[config.mk]
export PLATFORM = sky130hd
export DESIGN_NAME = lsu_bus_unit
export DESIGN_NICKNAME = d
export VERILOG_FILES = /design/src/rtl/lsu_bus_unit.sv
export SDC_FILE = /design/constraint.sdc
export NUM_CORES = 1
export LEC_CHECK = 0
export CORE_ASPECT_RATIO = 0.9
export CORE_MARGIN = 2
export CORE_UTILIZATION = 40
export DETAILED_ROUTE_END_ITERATION = 10
export PLACE_DENSITY = 0.66
export SYNTH_ARGS = -nofsm -noshare
export SYNTH_HDL_FRONTEND = slang
export SYNTH_SLANG_ARGS = --single-unit
[constraint.sdc]
create_clock -name cpu_clk -period 2.4 [get_ports cpu_clk]
set_input_delay 0.6 -clock cpu_clk [delete_from_list [all_inputs] [get_ports cpu_clk]]
set_output_delay 0.6 -clock cpu_clk [all_outputs]
set_load 0.05 [all_outputs]
[src/rtl/lsu_bus_unit.sv]
// Handshaked load/store unit between the CPU datapath and the data bus bridge.
// Byte-lane shifting, sign/zero extension and optional two-beat misaligned splitting.
module lsu_bus_unit #(
  parameter int DW = 32,
  parameter int AW = 32,
  parameter bit SPLIT_MISALIGNED = 1'b1
) (
  input  logic            cpu_clk,
  input  logic            cpu_rst_n,
  input  logic            req_valid,
  output logic            req_ready,
  input  logic            req_we,
  input  logic [1:0]      req_size,
  input  logic            req_signed,
  input  logic [AW-1:0]   req_addr,
  input  logic [DW-1:0]   req_wdata,
  input  logic [4:0]      req_rd,
  output logic            rsp_valid,
  input  logic            rsp_ready,
  output logic [DW-1:0]   rsp_rdata,
  output logic [4:0]      rsp_rd,
  output logic            rsp_err,
  output logic            bus_valid,
  input  logic            bus_ready,
  output logic [AW-1:0]   bus_addr,
  output logic            bus_we,
  output logic [DW/8-1:0] bus_wstrb,
  output logic [DW-1:0]   bus_wdata,
  input  logic [DW-1:0]   bus_rdata
);

  localparam int LANES = DW / 8;
  localparam int OW    = $clog2(LANES);

  typedef enum logic [1:0] {IDLE, BEAT0, BEAT1, RESP} state_t;

  state_t             state_r;
  logic               we_r;
  logic [1:0]         size_r;
  logic               signed_r;
  logic [OW-1:0]      off_r;
  logic               cross_r;
  logic [DW-1:0]      hi_wdata_r;
  logic [LANES-1:0]   hi_strb_r;
  logic [DW-1:0]      buf_r;

  logic [3:0]         n_s;
  logic [OW-1:0]      off_s;
  logic               mis_s;
  logic               cross_s;
  logic               illegal_s;
  logic [2*DW-1:0]    wide_data_s;
  logic [2*LANES-1:0] strb_base_s;
  logic [2*LANES-1:0] wide_strb_s;
  logic [OW-1:0]      neg_off_s;
  logic [DW-1:0]      lo_rd_s;
  logic [DW-1:0]      hi_rd_s;

  // Keep the low n bytes, then fill the upper bits with the top kept bit or zeros.
  function automatic logic [DW-1:0] extend(input logic [DW-1:0] d, input logic [1:0] sz,
                                           input logic sg);
    logic [DW-1:0] mask;
    logic [6:0]    nbits;
    logic          msb;
    nbits = 7'd8 << sz;
    mask  = ~({DW{1'b1}} << nbits);
    msb   = |(d & (mask ^ (mask >> 1)));
    return (d & mask) | ((sg && msb) ? ~mask : {DW{1'b0}});
  endfunction

  // Request decode and lane alignment of store data, strobes and read data.
  always_comb begin
    n_s         = 4'd1 << req_size;
    off_s       = req_addr[OW-1:0];
    mis_s       = (req_addr[3:0] & (n_s - 4'd1)) != 4'd0;
    cross_s     = ({{(5-OW){1'b0}}, off_s} + {1'b0, n_s}) > 5'(LANES);
    illegal_s   = (req_size == 2'd3) && (DW != 64);
    wide_data_s = {{DW{1'b0}}, req_wdata} << {off_s, 3'b000};
    strb_base_s = ~({(2*LANES){1'b1}} << n_s);
    wide_strb_s = strb_base_s << off_s;
    // Second beat only exists when off > 0, so -off mod LANES equals LANES - off.
    neg_off_s   = ~off_r + OW'(1);
    lo_rd_s     = bus_rdata >> {off_r, 3'b000};
    hi_rd_s     = bus_rdata << {neg_off_s, 3'b000};
  end

  // Control FSM with all outputs registered.
  always_ff @(posedge cpu_clk or negedge cpu_rst_n) begin
    if (!cpu_rst_n) begin
      state_r    <= IDLE;
      req_ready  <= 1'b0;
      rsp_valid  <= 1'b0;
      rsp_rdata  <= {DW{1'b0}};
      rsp_rd     <= 5'd0;
      rsp_err    <= 1'b0;
      bus_valid  <= 1'b0;
      bus_addr   <= {AW{1'b0}};
      bus_we     <= 1'b0;
      bus_wstrb  <= {LANES{1'b0}};
      bus_wdata  <= {DW{1'b0}};
      we_r       <= 1'b0;
      size_r     <= 2'd0;
      signed_r   <= 1'b0;
      off_r      <= {OW{1'b0}};
      cross_r    <= 1'b0;
      hi_wdata_r <= {DW{1'b0}};
      hi_strb_r  <= {LANES{1'b0}};
      buf_r      <= {DW{1'b0}};
    end else begin
      case (state_r)
        IDLE: begin
          if (req_valid && req_ready) begin
            req_ready  <= 1'b0;
            we_r       <= req_we;
            size_r     <= req_size;
            signed_r   <= req_signed;
            off_r      <= off_s;
            cross_r    <= cross_s;
            rsp_rd     <= req_rd;
            hi_wdata_r <= req_we ? wide_data_s[2*DW-1:DW] : {DW{1'b0}};
            hi_strb_r  <= req_we ? wide_strb_s[2*LANES-1:LANES] : {LANES{1'b0}};
            if (illegal_s || (mis_s && !SPLIT_MISALIGNED)) begin
              state_r   <= RESP;
              rsp_valid <= 1'b1;
              rsp_err   <= 1'b1;
              rsp_rdata <= {DW{1'b0}};
            end else begin
              state_r   <= BEAT0;
              rsp_err   <= 1'b0;
              bus_valid <= 1'b1;
              bus_addr  <= {req_addr[AW-1:OW], {OW{1'b0}}};
              bus_we    <= req_we;
              bus_wstrb <= req_we ? wide_strb_s[LANES-1:0] : {LANES{1'b0}};
              bus_wdata <= req_we ? wide_data_s[DW-1:0] : {DW{1'b0}};
            end
          end else begin
            req_ready <= 1'b1;
          end
        end
        BEAT0: begin
          if (bus_ready) begin
            if (cross_r) begin
              state_r   <= BEAT1;
              bus_addr  <= bus_addr + AW'(LANES);
              bus_wstrb <= hi_strb_r;
              bus_wdata <= hi_wdata_r;
              buf_r     <= lo_rd_s;
            end else begin
              state_r   <= RESP;
              bus_valid <= 1'b0;
              rsp_valid <= 1'b1;
              rsp_rdata <= we_r ? {DW{1'b0}} : extend(lo_rd_s, size_r, signed_r);
            end
          end
        end
        BEAT1: begin
          if (bus_ready) begin
            state_r   <= RESP;
            bus_valid <= 1'b0;
            rsp_valid <= 1'b1;
            rsp_rdata <= we_r ? {DW{1'b0}} : extend(buf_r | hi_rd_s, size_r, signed_r);
          end
        end
        RESP: begin
          if (rsp_ready) begin
            state_r   <= IDLE;
            rsp_valid <= 1'b0;
            req_ready <= 1'b1;
          end
        end
        default: begin
          state_r   <= IDLE;
          bus_valid <= 1'b0;
          rsp_valid <= 1'b0;
          req_ready <= 1'b0;
        end
      endcase
    end
  end

endmodule

==> summary.txt, run 1 <==
Status
  – Status: completed

Timing
  – Clock skew: about 0.016 ns
  – Fin crit share: 97.5%
  – Slew Limit Fails: 0
  – Slew @ Worst Pin: a little under 0.8 ns
  – Setup TNS Final: 0 ns
  – Final min period: between 2 and 2.5 ns
  – Final setup fails: 0
  – Fmax: 427 MHz
  – Max transition margin: approximately half
  – Final hold violations: 0
  – Fin Hold WS: ~0.07 ns
  – Setup WS post-layout: 0.0597 ns
  – RSZ-0062 raised after global routing: false

Detailed routing
  – Antenna viol nets, final: 0
  – DRC errors left: 0
  – Routed WL per cell: between 15 and 20 um
  – Post-DR vias/cell: between 5 and 6
  – Pre-antenna DRT Iters: 5
  – Initial DRC Count: approximately 840
  – Via count: around 9500
  – Final WL: 31500 um

Clock tree
  – Hold-fix buffers, CTS: 0
  – H-tree Lvls: 4
  – CTS tree: built
  – TritonCTS buffer count: 17
  – Later-pin clock latency in the skew report: between 0.4 and 0.5 ns
  – Num Clock Sinks: 177
  – Clock transition at the registers of the reported paths: ~0.080 ns
  – Clock Tree Root: clkbuf_16
  – Maximum clock insertion buffer count: 2

Worst hold path
  – Worst Hold Class: in2async

Setup path
  – Startpoint Class: flop
  – Critical path endpoint category: output pin
  – Crit path largest cell delay: around 0.84 ns
  – CP Buf/Inv Count: 1
  – Slowest CP cell: clkdlybuf4s50_1
  – Cell family contributing the most delay on the critical path: buffers and inverters
  – Flop-to-flop setup slack: around 0.19 ns
  – Worst EP required: between 1.5 and 2 ns
  – Worst-path fanout max: 6
  – Critical-path cell list: clkdlybuf4s50_1
  – Kind of critical path: reg2out
  – CP arrival: between 1.5 and 2 ns

Pwr
  – Pleak: 5.87 nW
  – Pwr Density: around 1500 nW/um^2
  – VDD IR max: about 800 uV

Floorplan
  – Core area: ~24000 um^2
  – Initial Util: 40.7%
  – Die Ht: between 150 and 200 um
  – Total Die Area: ~26000 um^2
  – Num rows: 54
  – Ports: 220
  – Width of the die: 170 um

Final layout
  – Ant diodes: 0
  – Area Overhead vs Synth: 36.7%
  – Nets: between 1000 and 1500
  – Non-Filler Instances: 1658
  – Number of fill cells: between 2000 and 2500
  – Fraction of layout cells with a size suffix above 1: 13.0%

Logic synthesis
  – Cell taking the most area after synthesis: dfrtp_1
  – Post-Synth Adder-Cell Area: about 1.1%
  – Count leader, synth: dfrtp_1
  – Synth Area in Compound Gates: between 20% and 30%
  – Post-synthesis xor/xnor area fraction: less than 1%
  – Synth top area cells: dfrtp_1, nand2_1, o21ai_0, mux2i_1, a21oi_1
  – Register area share after synthesis: 44.9%
  – Largest family of logic cells by synthesized area: compound AO/OA/AOI/OAI gates
  – FFs w/ async S/R, synth: between 90% and 100%
  – Post-Syn Area: 9870 um^2
  – EDFF count, synth: 0
  – Synth top cells by count: dfrtp_1, nand2_1, o21ai_0, a21oi_1, nor2_1
  – Mapped Avg Cell Area: about 9.0 um^2
  – Yosys top cell area share: about 45%
  – Cells after Synth: ~1100
  – Synth Register Bits: approximately 180
  – Post-Synth Simple-Gate Area: approximately 17%
  – Synth warnings: 0
  – Post-synth top flop: dfrtp_1
  – Yosys cell types: 70
  – Post-synthesis mux area share: under 10%

Global routing
  – Total GRT Usage: 24.5%
  – Wire length of the first global-routing pass: 50500 um
  – Vias in the first global route: about 9000
  – Grt total ovfl: 0
  – Initial antenna violation count: 0
  – Largest net degree at the start of global routing: between 60 and 70

Placed design
  – Detailed placer's ending HPWL: about 23000 um
  – Post-Place Cells: approximately 1600
  – GPL Wtd Cong: roughly 0.85
  – Pre-CTS setup slack: -0.289 ns
  – PortBufs: between 200 and 250

Job
  – Max Cap Viol: 0
==> worst reg2reg max path, stage by stage (launching register included) <==
cell,delay (ns)
dfrtp_1,0.44
ha_1,0.27
and4_1,0.27
nand2_1,0.13
or4_1,0.56
o32ai_1,0.35
a211oi_1,0.08
==> metal layers <==
layer	track usage [%]	wire [um]
met3	5.26	2130
met4	5.58	459
met2	39.4	14800
met1	33.9	14100
met5	0	0
==> cells by family after synthesis <==
family	after synthesis
compound gates	370
simple gates	367
flops	177
buf+inv	103
mux	71
fa+ha+maj	8
other cells	1
xor+xnor	1
==> final timing paths <==
check | from | to | depth (start not counted)
worst max-delay path | bus_addr[15] | bus_addr[15] | 1
worst min-delay path | cpu_rst_n | rsp_rdata[8] | 1
worst max register to register | bus_addr[2] | bus_addr[30] | 6
worst min register to register | rsp_rd[3] | rsp_rd[3] | 2
max in group asynchronous | cpu_rst_n | state_r[0] | 2
min in group cpu_clk | rsp_rd[3] | rsp_rd[3] | 2
==> final cells by class <==
cell class              count  area (um^2)  share of cell area (%)
multi-input cells         819         5010                    37.1
flip-flops and latches    177         4430                    32.8
repair buffers            306         3040                    22.5
clock buffers              17          425                    3.15
well taps                 308          385                    2.86
clock inverters            15          143                    1.06
inverters                  16         60.1                   0.445
==> cells in the final DEF (no fill, tap or decap), types with 4 or more instances in the layout <==
master / count
a2111oi_0: 8
a211oi_1: 18
a21o_1: 12
a21oi_1: 78
a221oi_1: 17
a222oi_1: 8
a22o_1: 8
a22oi_1: 24
a31oi_1: 6
and3_1: 17
and4_1: 5
buf_12: 13
buf_4: 75
clkbuf_16: 17
clkdlybuf4s50_1: 203
clkinv_4: 4
dfrtp_1: 174
dlymetal6s2s_1: 12
ha_1: 6
inv_1: 15
inv_8: 5
mux2_2: 27
mux2i_1: 43
nand2_1: 160
nand2b_1: 10
nand3_1: 26
nand4_1: 15
nor2_1: 78
nor2b_1: 15
nor3_1: 11
nor4_1: 7
o21ai_0: 106
o221ai_1: 7
o22ai_1: 27
o31ai_1: 19
==> registers in the layout (all words and copies together) (netlist names), 2 cells and up <==
register,flops
bus_wstrb,4
hi_wdata_r,24
state_r,2
bus_addr,30
hi_strb_r,4
bus_wdata,32
size_r,2
buf_r,32
rsp_rdata,32
rsp_rd,5
off_r,2
==> what timing repair did <==
action                                  CTS  global route
pin swaps                                 0             1
gates resized for setup                   2            17
buffers inserted                          0             1
endpoints found under the setup margin    9            87
==> stage by stage <==
step,power [mW],cell area (um^2),util [%]
floorplan,12.7,9880,-
global placement,16.7,12900,53.0
detailed placement,16.9,12900,53.0
CTS,19.7,13400,55.4
global route,20.9,13500,55.6
finish,19.6,13500,55.6
==> power by group <==
part | total, mW | switching [mW] | internal [mW]
Combinational | 11.5 | 7.28 | 4.22
Clock | 2.72 | 1.34 | 1.38
Sequential | 5.44 | 1.11 | 4.32
Total | 19.6 | 9.73 | 9.92
Power figures use the tool's default switching activity.
==> inputs of run 2 (changes only) <==
Settings changed: CAP_MARGIN set to 30, CELL_PAD_IN_SITES_DETAIL_PLACEMENT set to 1, CELL_PAD_IN_SITES_GLOBAL_PLACEMENT set to 1, CORE_UTILIZATION 40 to 38, PLACE_DENSITY 0.66 to not set, PLACE_DENSITY_LB_ADDON set to 0.1.
==> summary.txt, run 2 (synthesis results as in run 1) <==
Timing
  – Final min period: 2.36 ns (was 2.34 ns)
  – Final setup fails: 0 (unchanged)
  – Final hold violations: 0 (unchanged)
  – RSZ-0062 raised after global routing: false (unchanged)
  – Fin crit share: 98.3% (was 97.5%)
  – Clock skew: 0.0166 ns (was 0.0157 ns)
  – Slew @ Worst Pin: 0.597 ns (was 0.775 ns)
  – Slew Limit Fails: 0 (unchanged)
  – Fin Hold WS: 0.0746 ns (was 0.0688 ns)
  – Fmax: 424 MHz (was 427 MHz)
  – Max transition margin: 60.2% (was 48.0%)

Final layout
  – Nets: 1455 (unchanged)
  – Registers with the most flip-flops: buf_r (32), bus_wdata (32), rsp_rdata (32) (unchanged)
  – Fraction of layout cells with a size suffix above 1: 13.3% (was 13.0%)
  – Core Util, Final: 53.6% (was 55.6%)
  – Area Overhead vs Synth: 37.5% (was 36.7%)
  – Commonest non-fill, non-tap cell in the layout: clkdlybuf4s50_1 (unchanged)
  – Most frequent cells in the layout: clkdlybuf4s50_1, dfrtp_1, nand2_1 (unchanged)

Detailed routing
  – Initial DRC Count: 719 (was 836)
  – Post-DR vias/cell: 5.76 (was 5.75)
  – Via count: 9759 (was 9527)
  – Antenna viol nets, final: 0 (unchanged)
  – Final WL: 36000 um (was 31500 um)
  – Pre-antenna DRT Iters: 5 (unchanged)
  – Routed WL per cell: 21.3 um (was 19.0 um)
  – DRC errors left: 0 (unchanged)

Floorplan
  – Total Die Area: 27300 um^2 (was 26000 um^2)
  – Ports: 220 (unchanged)
  – Initial Util: 39.0% (was 40.7%)
  – Die Ht: 157 um (was 153 um)
  – Width of the die: 174 um (was 170 um)
  – Core area: 25300 um^2 (was 24300 um^2)
  – Num rows: 55 (was 54)

Setup path
  – Crit path largest cell delay: 0.85 ns (was 0.84 ns)
  – Kind of critical path: reg2out (unchanged)
  – Path depth of the worst reg2reg path: 6 (unchanged)
  – CP arrival: 1.76 ns (was 1.74 ns)
  – Startpoint Class: flop (unchanged)
  – Worst path depth: 1 (unchanged)
  – CP Buf/Inv Count: 1 (unchanged)
  – Critical-path cell list: clkdlybuf4s50_1 (unchanged)
  – Slowest CP cell: clkdlybuf4s50_1 (unchanged)
  – Worst-path fanout max: 7 (was 6)
  – Critical path endpoint category: output pin (unchanged)
  – Cell family contributing the most delay on the critical path: buffers and inverters (unchanged)
  – Worst EP required: 1.80 ns (about the same)

Placed design
  – Detailed placer's ending HPWL: 25900 um (was 22600 um)
  – PortBufs: 217 (unchanged)
  – GPL Wtd Cong: 0.837 (was 0.855)

Global routing
  – Wire length of the first global-routing pass: 56900 um (was 50500 um)
  – GRT busiest layer: met2 (unchanged)
  – Vias in the first global route: 9941 (was 9227)
  – Total GRT Usage: 26.5% (was 24.5%)
  – Met1 Use GR: 37.3% (was 33.9%)
  – Grt total ovfl: 0 (unchanged)
  – Largest net degree at the start of global routing: 60 (was 66)
  – Grt met2 use: 42.8% (was 39.4%)
  – Met3 Usage GRT: 4.15% (was 5.26%)
  – Initial antenna violation count: 1 (was 0)

Worst hold path
  – Worst Hold Class: in2async (unchanged)

Clock tree
  – Later-pin clock latency in the skew report: 0.45 ns (was 0.43 ns)
  – TritonCTS buffer count: 17 (unchanged)
  – CTS tree: built (unchanged)
  – Clock transition at the registers of the reported paths: 0.09 ns (was 0.08 ns)
  – Clock Tree Root: clkbuf_16 (unchanged)
  – H-tree Lvls: 4 (unchanged)
  – Num Clock Sinks: 177 (unchanged)
  – Maximum clock insertion buffer count: 2 (unchanged)

Pwr
  – VDD IR max: 863 uV (was 811 uV)
  – Pwr Density: 1490 nW/um^2 (was 1460 nW/um^2)
  – Pleak: 5.88 nW (was 5.87 nW)
  – Design Power: 20.2 mW (was 19.6 mW)

Status
  – Status: completed (unchanged)

Job
  – Max Cap Viol: 0 (unchanged)
[run 2: cell types whose count changed in the layout (fill, tap and decap cells not counted), sizes merged]
cell           previous run  this run
buf                      90        92
dlymetal6s2s             12        10
diode                     0         1
inv                      23        24
clkinvlp                  1         0
dlygate4sd2               1         6
clkdlybuf4s50           203       198
[run 2: path summary, 6_finish.rpt]
kind / start / end / slack (ns)
max reg2reg: bus_addr[2] / bus_addr[26] / 0.15
max: bus_addr[12] / bus_addr[12] / 0.04
min in group cpu_clk: buf_r[23] / buf_r[23] / 0.48
min: cpu_rst_n / hi_wdata_r[6] / 0.07
max in group asynchronous: cpu_rst_n / bus_wdata[24] / 1.60
min reg2reg: buf_r[23] / buf_r[23] / 0.48
[run 2: power by group]
| part | internal [mW] | switching [mW] | leakage [nW] |
|---|---|---|---|
| Sequential | 4.32 | 1.17 | 2.27 |
| Clock | 1.44 | 1.48 | 0.301 |
| Combinational | 4.24 | 7.54 | 3.31 |
[run 2: metal layers]
metal / wire, um / vias up / share of wire, %
met5: 0 / - / 0
met1: 16900 / 4905 / 47
li1: - / 4546 / -
met2: 16900 / 271 / 47
met3: 1620 / 37 / 4.5
met4: 578 / 0 / 1.6
[run 2: timing repair]
item | 4_1_cts | 5_1_grt
setup buffers | 0 | 2
hold buffers | 0 | 0
endpoints found under the setup margin | 15 | 60
resized for setup | 7 | 15
pin swaps | 0 | 1
cloned | 0 | 0
[run 2: through the flow]
step | setup slack [ns] | instances | area [um^2] | TNS (ns)
6_report | 0.0412 | 1693 | 13600 | 0
5_1_grt | 0.00403 | 1692 | 13600 | 0
4_1_cts | 0.00112 | 1690 | 13500 | 0
3_5_place_dp | -0.302 | 1658 | 12900 | -7.75
3_3_place_gp | -0.231 | 1658 | 12900 | -4.54
2_1_floorplan | 0.0546 | 1099 | 9880 | 0
[run 2: cell type report]
cell class / instances / area (um^2)
Clock buffer: 17 / 425
Multi-Input combinational cell: 819 / 5020
Fill cell: 2936 / 11700
Sequential cell: 177 / 4430
Antenna cell: 1 / 2.50
Inverter: 16 / 60.1
Tap cell: 342 / 428
Clock inverter: 15 / 199
Timing Repair Buffer: 306 / 3020
==> inputs of run 3 (changes only) <==
Settings changed: ABC_AREA set to 1, CORE_UTILIZATION 38 to 46, DONT_BUFFER_PORTS set to 1.
==> summary.txt, run 3 <==
Setup path
  – Critical path endpoint category: flop (was output pin)
  – CP arrival: 2.50 ns (was 1.76 ns)
  – Reg-to-reg startpoint: state_r[0] (was bus_addr[2])
  – Reg-to-reg endpoint: hi_wdata_r[3] (was bus_addr[26])
  – Worst-path fanout max: 8 (was 7)
  – Kind of critical path: reg2reg (was reg2out)
  – Startpoint Class: flop (unchanged)
  – Critical path origin: state_r[0] (was bus_addr[12])
  – Worst EP required: 2.76 ns (was 1.80 ns)
  – Flop-to-flop setup slack: 0.26 ns (was 0.15 ns)
  – Path depth of the worst reg2reg path: 9 (was 6)

Logic synthesis
  – Cells after Synth: 1413 (was 1098)
  – Yosys cell types: 48 (was 70)
  – Yosys top cell area share: 42.9% (was 44.9%)
  – EDFF count, synth: 0 (unchanged)
  – FFs w/ async S/R, synth: 100% (unchanged)
  – Count leader, synth: nand2_1 (was dfrtp_1)
  – Synth warnings: 0 (unchanged)
  – Post-synth top flop: dfrtp_1 (unchanged)
  – Mapped Avg Cell Area: 7.32 um^2 (was 8.99 um^2)
  – Synth top cells by count: nand2_1, dfrtp_1, o21ai_0, inv_1, nand3_1 (was dfrtp_1, nand2_1, o21ai_0, a21oi_1, nor2_1)
  – Post-Syn Area: 10300 um^2 (was 9870 um^2)
  – Cell taking the most area after synthesis: dfrtp_1 (unchanged)
  – Synth top area cells: dfrtp_1, nand2_1, o21ai_0, nand3_1, inv_1 (was dfrtp_1, nand2_1, o21ai_0, mux2i_1, a21oi_1)
  – Register area share after synthesis: 42.9% (was 44.9%)
  – Synth Register Bits: 177 (unchanged)

Detailed routing
  – DRC errors left: 0 (unchanged)
  – Final WL: 35800 um (was 36000 um)
  – Pre-antenna DRT Iters: 5 (unchanged)
  – Routed WL per cell: 20.9 um (was 21.3 um)
  – Initial DRC Count: 750 (was 719)
  – Antenna viol nets, final: 0 (unchanged)
  – Post-DR vias/cell: 5.76 (about the same)
  – Via count: 9890 (was 9759)

Final layout
  – Nets: 1526 (was 1455)
  – Commonest non-fill, non-tap cell in the layout: nand2_1 (was clkdlybuf4s50_1)
  – Core Util, Final: 51.1% (was 53.6%)
  – Area Overhead vs Synth: 10.1% (was 37.5%)
  – Fraction of layout cells with a size suffix above 1: 10.4% (was 13.3%)
  – Ant diodes: 0 (was 1)
  – Finished Cell Area: 11400 um^2 (was 13600 um^2)
  – Most frequent cells in the layout: nand2_1, dfrtp_1, o21ai_0 (was clkdlybuf4s50_1, dfrtp_1, nand2_1)
  – Registers with the most flip-flops: buf_r (32), bus_wdata (32), rsp_rdata (32) (unchanged)

Status
  – Status: finished, violations left (was completed)
  – Failing checks: negative hold slack

Timing
  – Fmax: 466 MHz (was 424 MHz)
  – Clock skew: 0.0126 ns (was 0.0166 ns)
  – Fin crit share: 89.4% (was 98.3%)
  – Setup TNS Final: 0 ns (unchanged)
  – Fin Hold WS: -0.147 ns (was 0.0746 ns)
  – RSZ-0062 raised after global routing: false (unchanged)
  – Slew @ Worst Pin: 0.586 ns (was 0.597 ns)
  – Final min period: 2.14 ns (was 2.36 ns)
  – Slew Limit Fails: 0 (unchanged)
  – Final hold violations: 177 (was 0)
  – Final setup fails: 0 (unchanged)
  – Max transition margin: 60.9% (was 60.2%)

Floorplan
  – Num rows: 52 (was 55)
  – Core area: 22300 um^2 (was 25300 um^2)
  – Width of the die: 162 um (was 174 um)
  – Ports: 220 (unchanged)
  – Initial Util: 46.5% (was 39.0%)
  – Total Die Area: 23700 um^2 (was 27300 um^2)
  – Die Ht: 146 um (was 157 um)

Clock tree
  – CTS tree: built (unchanged)
  – Clock Tree Root: clkbuf_16 (unchanged)
  – TritonCTS buffer count: 17 (unchanged)
  – Clock transition at the registers of the reported paths: 0.08 ns (was 0.09 ns)
  – Later-pin clock latency in the skew report: 0.44 ns (was 0.45 ns)
  – Maximum clock insertion buffer count: 2 (unchanged)
  – H-tree Lvls: 4 (unchanged)
  – Num Clock Sinks: 177 (unchanged)
  – Post-CTS setup repair buffer count: 0 (unchanged)

Worst hold path
  – Worst Hold Class: in2async (unchanged)

Global routing
  – Wire length of the first global-routing pass: 58000 um (was 56900 um)
  – Initial antenna violation count: 0 (was 1)
  – Total GRT Usage: 31.2% (was 26.5%)
  – Largest net degree at the start of global routing: 178 (was 60)
  – Vias in the first global route: 10264 (was 9941)
  – Grt total ovfl: 0 (unchanged)

Placed design
  – Detailed placer's ending HPWL: 25800 um (was 25900 um)
  – GPL Wtd Cong: 0.958 (was 0.837)
  – PortBufs: 0 (was 217)
  – Placed cell areas: 10800 um^2 (was 12900 um^2)

Pwr
  – Pleak: 5.57 nW (was 5.88 nW)
  – Pwr Density: 1630 nW/um^2 (was 1490 nW/um^2)
  – VDD IR max: 735 uV (was 863 uV)

Job
  – Max Cap Viol: 0 (unchanged)
## run 3: cell count changes after synthesis, moves of 19 or more
cell | before | now
inv_1 | 15 | 96
o21ai_0 | 107 | 150
mux2i_1 | 43 | 16
nand2_1 | 161 | 483
mux2_2 | 27 | 0
nand3_1 | 28 | 77
a22oi_1 | 24 | 5
## run 3: where the power goes
part           switching [mW]  internal [mW]
Clock                    1.31           1.45
Sequential               2.59           4.15
Combinational            6.34           2.68
Total                    10.2           8.29
## run 3: logic make-up (layout without fill, tap and decap cells)
kind of cell,count (synthesis),after routing,share of synthesized area (%)
buffers and inverters,192,198,7.94
AO/OA/AOI/OAI,312,312,17.2
other,1,2,0.0363
adder cells (fa/ha/maj),8,8,1.04
AND/OR/NAND/NOR,703,703,29.0
XOR/XNOR,4,4,0.339
flip-flops,177,177,42.9
multiplexers,16,16,1.55
## run 3: worst max-delay path by stage
| stage | endpoint | slack (ns) | depth (start not counted) |
|---|---|---|---|
| floorplan | bus_addr[28] | 0.29 | 14 |
| global placement | bus_addr[8] | 0.28 | 10 |
| detailed placement | bus_addr[8] | 0.19 | 10 |
| CTS | bus_addr[8] | 0.17 | 10 |
| global route | bus_addr[19] | 0.02 | 10 |
| finish | hi_wdata_r[3] | 0.26 | 9 |
## run 3: metrics by stage
stage | hold WS, ns | power, mW | setup slack [ns] | cells
final | -0.147 | 18.5 | 0.255 | 1717
after global placement | 0.309 | 15.4 | 0.283 | 1686
after CTS | -0.163 | 18.5 | 0.166 | 1717
after detailed placement | 0.308 | 15.7 | 0.191 | 1686
after global routing | -0.181 | 19.9 | 0.0236 | 1717
after floorplan | 0.304 | 12.9 | 0.295 | 1414
## run 3: worst max-delay path: stages, from the launching register on
cell     delay, ns
dfrtp_1       0.43
inv_1         0.15
ha_2          0.28
inv_2         0.09
nor2_4        0.15
nand2_1       0.13
nor2_2        0.37
nand2_1       0.15
a22o_1        0.23
o21ai_1       0.08
## run 3: area by class of cell
type	instances	area, um^2
fillers	2837	10900
multi-input cells	1045	5120
flip-flops and latches	177	4430
repair buffers	58	485
clock buffers	19	433
inverters	109	413
well taps	297	372
clock inverters	12	125
## run 3: layer usage
layer | GRT usage [%] | vias to the layer above | share of wire [%]
met4 | 8.41 | 0 | 2.3
met3 | 8.01 | 52 | 7.6
li1 | - | 4640 | -
met5 | 0 | - | 0
met1 | 44.3 | 4864 | 45
met2 | 47.4 | 334 | 45
## run 3: timing repair
action	4_1_cts	5_1_grt
endpoints found under the hold margin	177	177
endpoints found under the setup margin	0	27
resized for setup	0	3
